**config.mk**
```make
export PLATFORM = sky130hd
export DESIGN_NAME = spi_slave_if_flat
export DESIGN_NICKNAME = d
export VERILOG_FILES = /design/src/rtl/spi_slave_if_if.sv /design/src/rtl/spi_slave_if.sv /design/src/flat_wrapper.sv
export SDC_FILE = /design/constraint.sdc
export NUM_CORES = 1
export LEC_CHECK = 0
export ABC_AREA = 0
export CAP_MARGIN = 5
export CORE_ASPECT_RATIO = 0.6
export CORE_MARGIN = 2
export CORE_UTILIZATION = 52
export DETAILED_ROUTE_END_ITERATION = 16
export GPL_TIMING_DRIVEN = 1
export HOLD_SLACK_MARGIN = 0.1
export PLACE_DENSITY = 0.84
export SLEW_MARGIN = 20
export SYNTH_ARGS = -nofsm -noshare
export SYNTH_HDL_FRONTEND = slang
export SYNTH_SLANG_ARGS = --single-unit
```
**constraint.sdc**
```tcl
create_clock -name clk_sys -period 2.41 [get_ports clk_sys]
set_input_delay 0.482 -clock clk_sys [delete_from_list [all_inputs] [get_ports clk_sys]]
set_output_delay 0.482 -clock clk_sys [all_outputs]
set_load 0.1 [all_outputs]
```
**src/rtl/spi_slave_if_if.sv**
```systemverilog
// Controller-side bus of the SPI slave front end: received byte stream,
// synchronized chip select and the reply-byte handshake.
interface spi_slave_if_if;
  logic [7:0]  data_out;
  logic        data_out_ready;
  logic        cs_n_sync;
  logic [7:0]  tx_data;
  logic        tx_valid;
  logic        tx_ready;
  logic        tx_underrun;
  logic [15:0] byte_count;

  modport slave (
    output data_out, data_out_ready, cs_n_sync, tx_ready, tx_underrun, byte_count,
    input  tx_data, tx_valid
  );

  modport master (
    input  data_out, data_out_ready, cs_n_sync, tx_ready, tx_underrun, byte_count,
    output tx_data, tx_valid
  );
endinterface

```
**src/rtl/spi_slave_if.sv**
```systemverilog
// SPI mode-0 slave front end: oversamples the SPI pins in clk_sys, assembles
// MSB-first bytes and shifts reply bytes out on MISO.
module spi_slave_if #(
  parameter int unsigned SYNC_STAGES = 2
) (
  input  logic         clk_sys,
  input  logic         reset_n,
  input  logic         sclk,
  input  logic         mosi,
  input  logic         cs_n,
  output logic         miso,
  output logic         miso_oe,
  spi_slave_if_if.slave bus
);

  localparam int unsigned BYTE_W = 8;
  localparam int unsigned CNT_W  = 16;
  localparam int unsigned BIT_W  = 3;

  typedef enum logic {ST_IDLE = 1'b0, ST_ACTIVE = 1'b1} state_e;

  state_e state_q, state_d;

  logic [SYNC_STAGES-1:0] sclk_sync_q, sclk_sync_d;
  logic [SYNC_STAGES-1:0] mosi_sync_q, mosi_sync_d;
  logic [SYNC_STAGES-1:0] cs_sync_q, cs_sync_d;
  logic                   sclk_d_q, sclk_d_d;
  logic                   cs_d_q, cs_d_d;

  logic [BYTE_W-2:0] rx_shift_q, rx_shift_d;
  logic [BYTE_W-2:0] tx_shift_q, tx_shift_d;
  logic [BIT_W-1:0]  bit_cnt_q, bit_cnt_d;
  logic [CNT_W-1:0]  byte_count_q, byte_count_d;
  logic [BYTE_W-1:0] data_out_q, data_out_d;
  logic              data_out_ready_q, data_out_ready_d;
  logic              cs_n_sync_q, cs_n_sync_d;
  logic              miso_q, miso_d;
  logic              miso_oe_q, miso_oe_d;
  logic              tx_ready_q, tx_ready_d;
  logic              tx_underrun_q, tx_underrun_d;

  logic              sclk_s, mosi_s, cs_s;
  logic              rise, fall, cs_fall;
  logic              tx_load, tx_shift_en;
  logic [BYTE_W-1:0] tx_load_val;

  assign sclk_s      = sclk_sync_q[SYNC_STAGES-1];
  assign mosi_s      = mosi_sync_q[SYNC_STAGES-1];
  assign cs_s        = cs_sync_q[SYNC_STAGES-1];
  assign rise        = sclk_s & ~sclk_d_q;
  assign fall        = ~sclk_s & sclk_d_q;
  assign cs_fall     = cs_d_q & ~cs_s;
  assign tx_load_val = bus.tx_valid ? bus.tx_data : BYTE_W'(0);

  // State register
  always_ff @(posedge clk_sys) begin
    if (!reset_n) state_q <= ST_IDLE;
    else          state_q <= state_d;
  end

  // Next state; a high chip select always ends the frame
  always_comb begin
    state_d = state_q;
    case (state_q)
      ST_IDLE:   if (cs_fall) state_d = ST_ACTIVE;
      ST_ACTIVE: if (cs_s)    state_d = ST_IDLE;
      default:   state_d = ST_IDLE;
    endcase
  end

  // Datapath next values; frame exit beats any SCLK edge in the same cycle
  always_comb begin
    sclk_sync_d      = {sclk_sync_q[SYNC_STAGES-2:0], sclk};
    mosi_sync_d      = {mosi_sync_q[SYNC_STAGES-2:0], mosi};
    cs_sync_d        = {cs_sync_q[SYNC_STAGES-2:0], cs_n};
    sclk_d_d         = sclk_s;
    cs_d_d           = cs_s;
    rx_shift_d       = rx_shift_q;
    tx_shift_d       = tx_shift_q;
    bit_cnt_d        = bit_cnt_q;
    byte_count_d     = byte_count_q;
    data_out_d       = data_out_q;
    data_out_ready_d = 1'b0;
    cs_n_sync_d      = cs_s;
    miso_d           = miso_q;
    miso_oe_d        = miso_oe_q;
    tx_ready_d       = 1'b0;
    tx_underrun_d    = tx_underrun_q;
    tx_load          = 1'b0;
    tx_shift_en      = 1'b0;

    case (state_q)
      ST_IDLE: begin
        if (cs_fall) begin
          bit_cnt_d    = '0;
          byte_count_d = '0;
          miso_oe_d    = 1'b1;
          tx_load      = 1'b1;
        end
      end
      ST_ACTIVE: begin
        if (cs_s) begin
          miso_oe_d = 1'b0;
          miso_d    = 1'b0;
        end else if (rise) begin
          rx_shift_d = {rx_shift_q[BYTE_W-3:0], mosi_s};
          bit_cnt_d  = bit_cnt_q + BIT_W'(1);
          if (bit_cnt_q == BIT_W'(7)) begin
            data_out_d       = {rx_shift_q, mosi_s};
            data_out_ready_d = 1'b1;
            if (byte_count_q != {CNT_W{1'b1}}) byte_count_d = byte_count_q + CNT_W'(1);
          end
        end else if (fall) begin
          if (bit_cnt_q == '0 && byte_count_q != '0) tx_load = 1'b1;
          else                                       tx_shift_en = 1'b1;
        end
      end
      default: ;
    endcase

    // MISO presents bit 7 of the loaded byte; tx_shift keeps the remaining bits
    if (tx_load) begin
      tx_shift_d = tx_load_val[BYTE_W-2:0];
      miso_d     = tx_load_val[BYTE_W-1];
      tx_ready_d = bus.tx_valid;
      if (!bus.tx_valid) tx_underrun_d = 1'b1;
    end else if (tx_shift_en) begin
      miso_d     = tx_shift_q[BYTE_W-2];
      tx_shift_d = {tx_shift_q[BYTE_W-3:0], 1'b0};
    end
  end

  // Datapath registers
  always_ff @(posedge clk_sys) begin
    if (!reset_n) begin
      sclk_sync_q      <= '0;
      mosi_sync_q      <= '0;
      cs_sync_q        <= '0;
      sclk_d_q         <= 1'b0;
      cs_d_q           <= 1'b0;
      rx_shift_q       <= '0;
      tx_shift_q       <= '0;
      bit_cnt_q        <= '0;
      byte_count_q     <= '0;
      data_out_q       <= '0;
      data_out_ready_q <= 1'b0;
      cs_n_sync_q      <= 1'b1;
      miso_q           <= 1'b0;
      miso_oe_q        <= 1'b0;
      tx_ready_q       <= 1'b0;
      tx_underrun_q    <= 1'b0;
    end else begin
      sclk_sync_q      <= sclk_sync_d;
      mosi_sync_q      <= mosi_sync_d;
      cs_sync_q        <= cs_sync_d;
      sclk_d_q         <= sclk_d_d;
      cs_d_q           <= cs_d_d;
      rx_shift_q       <= rx_shift_d;
      tx_shift_q       <= tx_shift_d;
      bit_cnt_q        <= bit_cnt_d;
      byte_count_q     <= byte_count_d;
      data_out_q       <= data_out_d;
      data_out_ready_q <= data_out_ready_d;
      cs_n_sync_q      <= cs_n_sync_d;
      miso_q           <= miso_d;
      miso_oe_q        <= miso_oe_d;
      tx_ready_q       <= tx_ready_d;
      tx_underrun_q    <= tx_underrun_d;
    end
  end

  assign miso               = miso_q;
  assign miso_oe            = miso_oe_q;
  assign bus.data_out       = data_out_q;
  assign bus.data_out_ready = data_out_ready_q;
  assign bus.cs_n_sync      = cs_n_sync_q;
  assign bus.tx_ready       = tx_ready_q;
  assign bus.tx_underrun    = tx_underrun_q;
  assign bus.byte_count     = byte_count_q;

endmodule

```
**src/flat_wrapper.sv**
```systemverilog
// flat-port wrapper written by rule: the top's interface ports become plain ports
module spi_slave_if_flat 
#(
  parameter int unsigned SYNC_STAGES = 2
)
  (clk_sys, reset_n, sclk, mosi, cs_n, miso, miso_oe, bus_data_out, bus_data_out_ready, bus_cs_n_sync, bus_tx_ready, bus_tx_underrun, bus_byte_count, bus_tx_data, bus_tx_valid);
  spi_slave_if_if bus_i ();
  input  logic clk_sys;
  input  logic reset_n;
  input  logic sclk;
  input  logic mosi;
  input  logic cs_n;
  output logic miso;
  output logic miso_oe;
  output wire logic [$bits(bus_i.data_out)-1:0] bus_data_out;
  output wire logic [$bits(bus_i.data_out_ready)-1:0] bus_data_out_ready;
  output wire logic [$bits(bus_i.cs_n_sync)-1:0] bus_cs_n_sync;
  output wire logic [$bits(bus_i.tx_ready)-1:0] bus_tx_ready;
  output wire logic [$bits(bus_i.tx_underrun)-1:0] bus_tx_underrun;
  output wire logic [$bits(bus_i.byte_count)-1:0] bus_byte_count;
  input wire logic [$bits(bus_i.tx_data)-1:0] bus_tx_data;
  input wire logic [$bits(bus_i.tx_valid)-1:0] bus_tx_valid;
  assign bus_data_out = bus_i.data_out;
  assign bus_data_out_ready = bus_i.data_out_ready;
  assign bus_cs_n_sync = bus_i.cs_n_sync;
  assign bus_tx_ready = bus_i.tx_ready;
  assign bus_tx_underrun = bus_i.tx_underrun;
  assign bus_byte_count = bus_i.byte_count;
  assign bus_i.tx_data = bus_tx_data;
  assign bus_i.tx_valid = bus_tx_valid;
  spi_slave_if #(.SYNC_STAGES(SYNC_STAGES)) u_core (.clk_sys(clk_sys), .reset_n(reset_n), .sclk(sclk), .mosi(mosi), .cs_n(cs_n), .miso(miso), .miso_oe(miso_oe), .bus(bus_i));
endmodule
```
==> results.toml, run 1 <==
[routing]
detail_route.iter0.violations = 157
totalWireLength_mm = 5.35
drc = 0
vias = 2207
detail-route-antenna-nets = 0
wl_per_cell_um = 13.6
viasPerCell = 5.62
firstDrtPassIters = 4

[clock_tree]
cts_setup_buffers = 0
tritoncts = "yes"
clockBufferDepth = 2
htreeDepth = 2
cts_resized = 0
cts.sinks = 56
cts_hold_buf = 0
clk_latency_ns = 0.31
clk_pin_slew_ns = 0.10
numCtsBuffers = 5
clock-root-buffer = "clkbuf_8"

[setup_path]
crit_required_ns = 2.66
r2r_end = "u_core.bus.byte_count[7]"
crit_path_end_kind = "flop"
worstSetupPathType = "flop to flop"
crit_path_start_kind = "flop"
crit_fanout = 23
worstReg2RegStart = "u_core.state_q"
r2r_setup_slack_ns = 0.36
arrival_ns = 2.30
r2r_cells = 4

[floorplanning]
die-height_um = 56.9
dieArea_um2 = 5250
rows = 19
io_pins = 44
core_area_um2 = 4540
initial_utilization_pct = 53.4
die_w_um = 92.2

[logic_synthesis]
netlist.area_leader.share_pct = 46.2
synth_area_leaders = "dfxtp_1 46%, nand2_1 7.4%, a21oi_1 7.0%"
yosysTopAreaCell = "dfxtp_1"
syn_area_um2 = 2430
synth.most_common_cell = "dfxtp_1"
synth_nets = 306
synth-seq-area-share_pct = 46.2
synth-edff-count = 0
ys_ff_latch = 56
yosysUniqueCellTypes = 40
synth_common_cells = "56 x dfxtp_1, 48 x nand2_1, 34 x a21oi_1"
syn_inst = 287
avgSynthCellArea_um2 = 8.45
async_flop_share_pct = 0
yosys_most_used_dff = "dfxtp_1"
yosysWarnings = 0

[sta]
fmax_mhz = 488
rsz0062_at_grt = "no"
tightestPinTransition_ns = 0.724
final_hold_viol_count = 0
holdWs_ns = 0.441
slew_violations = 0
fin_crit_sh_pct = 85.1
fin_crit_ns = 2.05
slew_headroom_pct = 51.4
finalSetupTns_ns = 0
finalSetupViolations = 0
fin_skew_ns = 0.00265
setup_ws_ns = 0.359

[power_and_ir_drop]
clock_power_share_pct = 33.3
powerDensity_nw_per_um2 = 531
p_total_mw = 1.56
seq_power_share_pct = 60.8
p_leak_nw = 1.06
combPwrFrac_pct = 5.9
ir_drop_mv = 0.370
switchingPower_uw = 372
swShare_pct = 23.9
intPower_mw = 1.18

[placed_design]
place_ws_ns = 0.387
dpl.cell_count = 385
dp_hpwl_mm = 3.85
place_congestion = 0.859
portBuffers = 43

[status]
status = "complete, no violations"

[worst_hold_path]
hold_path_end = "u_core.sclk_sync_q[1]"
worstHoldStart = "u_core.sclk_sync_q[0]"
min_path_cells = 1
hold_class = "flop to flop"

[layout]
instances_no_fill = 393
num_antenna_cells = 0
drive_above_1_share_pct = 16.1
fin_nets = 348
area_growth_pct = 20.9

[global_route]
antenna_found_initial = 0
grtUsageTotal_pct = 21.8
grt_pass1_wl_mm = 9.29
grt_start_max_net_pins = 24
grt_overflow = 0
grt_pass1_vias = 1957

[run]
cap_viol_max_count = 0
-- cells by family (layout without fill, tap and decap cells) --
kind of cell / after synthesis / after routing / synth area share, %
flops: 56 / 56 / 46.2
compound gates: 72 / 72 / 17.6
simple gates: 130 / 130 / 29.1
buf+inv: 24 / 67 / 4.44
fa+ha+maj: 5 / 5 / 2.58
-- power groups by stage --
stage          logic (mW)  clock network [mW]  registers (mW)
3_5_place_dp       0.0925                   0           0.967
4_1_cts            0.0928               0.530           0.946
6_report           0.0926               0.518           0.946
3_3_place_gp       0.0909                   0           0.966
5_1_grt             0.101               0.575           0.948
2_1_floorplan      0.0378                   0           0.981
-- area by class of cell --
| cell class | instances | area [µm²] |
|---|---|---|
| fillers | 394 | 1610 |
| repair buffers | 50 | 408 |
| flip-flops and latches | 56 | 1120 |
| clock buffers | 5 | 68.8 |
| multi-input cells | 207 | 1200 |
| inverters | 9 | 33.8 |
| well taps | 63 | 78.8 |
| clock inverters | 3 | 21.3 |
-- cell usage in the layout, fill, tap and decap left out, types with 3 or more instances in the layout --
| master | n |
|---|---|
| clkdlybuf4s50_1 | 13 |
| nand3_1 | 9 |
| buf_4 | 37 |
| nand4_1 | 6 |
| dfxtp_1 | 53 |
| nor2_1 | 12 |
| o31ai_1 | 11 |
| o21ai_0 | 12 |
| a21oi_1 | 34 |
| nand2_1 | 48 |
| nor3_1 | 9 |
| dfxtp_2 | 3 |
| and2_1 | 10 |
| clkbuf_8 | 5 |
| a211oi_1 | 7 |
| or4_1 | 15 |
| inv_1 | 9 |
| nor4_1 | 3 |
| ha_1 | 5 |
| and4_1 | 3 |
-- worst max-delay path by stage --
stage	from	end	slack [ns]	cells past startpoint
after floorplan	u_core.bus.byte_count[8]	u_core.bus.byte_count[14]	0.005	4
after global placement	reset_n	u_core.bus.byte_count[14]	0.49	4
after detailed placement	u_core.state_q	u_core.bus.byte_count[7]	0.39	4
after CTS	u_core.state_q	u_core.bus.byte_count[7]	0.36	4
after global routing	u_core.state_q	u_core.bus.byte_count[5]	0.21	4
final	u_core.state_q	u_core.bus.byte_count[7]	0.36	4
-- sequential cells by signal, indices dropped and copies added, names as in the netlist, 2 cells and up --
name and count:
u_core.bit_cnt_q 3, u_core.bus.byte_count 16, u_core.bus.data_out 8, u_core.cs_sync_q 2, u_core.mosi_sync_q 2, u_core.rx_shift_q 7
u_core.sclk_sync_q 2, u_core.tx_shift_q 7
-- stage by stage --
| stage | cell area (µm²) | utilization [%] |
|---|---|---|
| 4_1_cts | 2930 | 64.6 |
| 2_1_floorplan | 2430 | - |
| 3_3_place_gp | 2840 | 62.6 |
| 3_5_place_dp | 2840 | 62.6 |
| 6_report | 2930 | 64.6 |
| 5_1_grt | 2930 | 64.6 |
-- critical path: stages, from the launching register on --
cell and delay [ns]:
dfxtp_1 0.53, and4bb_4 0.43, nand2_2 0.28, or4_1 0.58, a21oi_1 0.16
-- layer usage --
metal	vias to the layer above	wire length [µm]	part of all wire, %	GRT usage [%]
met1	1020	2730	51	32.9
met2	55	2310	43	32.1
li1	1129	-	-	-
met5	-	0	0	0
met3	3	274	5.1	4.43
met4	0	30	0.56	5.12
Note: power is estimated with default switching activity, not from simulation.
==> run 2: changes to the inputs <==
GPL_ROUTABILITY_DRIVEN = 0   (was default)
==> results of run 2 <==
The final DEF is identical to that of run 1; final timing and power are the same.
==> run 3: changes to the inputs <==
SETUP_SLACK_MARGIN = 0.3   (was default)
==> results.toml, run 3 (same netlist as run 1, synthesis figures left out) <==
[placed_design]
portBuffers = 43
dp_hpwl_mm = 3.89
place_area_um2 = 2860
dpl.cell_count = 384

[sta]
fin_crit_sh_pct = 80.6
fmax_mhz = 515
finalSetupTns_ns = 0
fin_crit_ns = 1.94
finalSetupViolations = 0
slew_headroom_pct = 49.2
slew_violations = 0
fin_skew_ns = 0.00688
final_hold_viol_count = 0
rsz0062_at_grt = "no"
tightestPinTransition_ns = 0.756

[power_and_ir_drop]
p_leak_nw = 1.08
ir_drop_mv = 0.400
intPower_mw = 1.18
clock_power_share_pct = 33.4
combPwrFrac_pct = 5.9
seq_power_share_pct = 60.8
powerDensity_nw_per_um2 = 526
p_total_mw = 1.55
switchingPower_uw = 371
swShare_pct = 23.9

[layout]
largest_register_ffs = 16
area_growth_pct = 21.7
num_antenna_cells = 0
fin_nets = 347
drive_above_1_share_pct = 19.8
final_cell_mix = "48 x nand2_1, 40 x dfxtp_1, 36 x buf_4"
instances_no_fill = 392
fillers = 369
layout_commonest_cell = "nand2_1"
postLayoutCoreUtil_pct = 65.0
final_area_um2 = 2950

[global_route]
grtUsageTotal_pct = 21.4
grt_start_max_net_pins = 24
grt_overflow = 0
grt_pass1_wl_mm = 9.05
antenna_found_initial = 0
grt_pass1_vias = 1973

[routing]
detail-route-antenna-nets = 0
detail_route.iter0.violations = 203
totalWireLength_mm = 5.38
wl_per_cell_um = 13.7
firstDrtPassIters = 5
vias = 2257
viasPerCell = 5.76
drc = 0

[setup_path]
crit_chain = "and4bb_4 > nand4_2 > or4_1 > a21oi_1"
cp_slowest_cell = "or4_1"
r2r_cells = 4
worstSetupPathType = "flop to flop"
cp_slowest_stage_delay_ns = 0.52
cp.depth = 4
arrival_ns = 2.19
crit_required_ns = 2.66
crit_family = "simple AND/OR/NAND/NOR gates"
crit_path_start_kind = "flop"
crit_fanout = 15
cp_num_buf_inv = 0
r2r_setup_slack_ns = 0.47
crit_path_end_kind = "flop"

[floorplanning]
rows = 19
initial_utilization_pct = 53.4
die_w_um = 92.2
dieArea_um2 = 5250
die-height_um = 56.9
core_area_um2 = 4540
io_pins = 44

[clock_tree]
cts.sinks = 56
clockBufferDepth = 2
cts_hold_buf = 0
clk_pin_slew_ns = 0.10
cts_setup_buffers = 0
htreeDepth = 2
tritoncts = "yes"
clk_latency_ns = 0.31
numCtsBuffers = 5
clock-root-buffer = "clkbuf_8"

[worst_hold_path]
min_path_cells = 1
hold_class = "flop to flop"

[run]
cap_viol_max_count = 0

[status]
status = "complete, no violations"
==> run 3: cell types whose count changed in the layout (fill, tap and decap cells not counted) <==
cell / change
buf_4: -1
dfxtp_4: +2
clkinvlp_4: -1
nand2_4: +1
dfxtp_1: -13
nand2_2: -1
dfxtp_2: +11
clkinv_4: +1
==> run 3: final timing paths <==
check	end	startpoint
max reg2reg	u_core.bus.byte_count[13]	u_core.state_q
max	u_core.bus.byte_count[13]	u_core.state_q
min	u_core.sclk_sync_q[1]	u_core.sclk_sync_q[0]
min reg2reg	u_core.sclk_sync_q[1]	u_core.sclk_sync_q[0]
==> run 3: cell type report <==
cell class                 instances  area [µm²]  share of cell area, %
timing repair buffer              49         400                   13.6
sequential                        56        1150                   38.8
clock buffer                       5        68.8                   2.33
tap                               63        78.8                   2.67
clock inverter                     3        22.5                  0.763
inverter                           9        33.8                   1.14
multi-input combinational        207        1200                   40.7
==> run 3: layer usage <==
layer	wire, µm	GRT usage [%]
met4	51	6.61
met2	2260	31.0
met1	2740	31.9
met5	0	0
met3	324	4.70
==> run 3: power groups by stage <==
stage               sequential (mW)  clock (mW)  combinational (mW)
CTS                           0.943       0.529              0.0911
global placement              0.964           0              0.0896
global route                  0.945       0.567              0.0986
detailed placement            0.965           0              0.0909
floorplan                     0.979           0              0.0378
finish                        0.943       0.518              0.0909
==> run 3: timing repair <==
item,CTS,global route
resized for setup,0,1
endpoints found under the setup margin,0,5
endpoints found under the hold margin,0,0
==> run 3: stage by stage <==
| stage | hold WS [ns] | setup WS [ns] |
|---|---|---|
| 2_1_floorplan | 0.412 | 0.382 |
| 3_3_place_gp | 0.415 | 0.514 |
| 3_5_place_dp | 0.425 | 0.412 |
| 4_1_cts | 0.450 | 0.386 |
| 5_1_grt | 0.474 | 0.344 |
| 6_report | 0.451 | 0.466 |
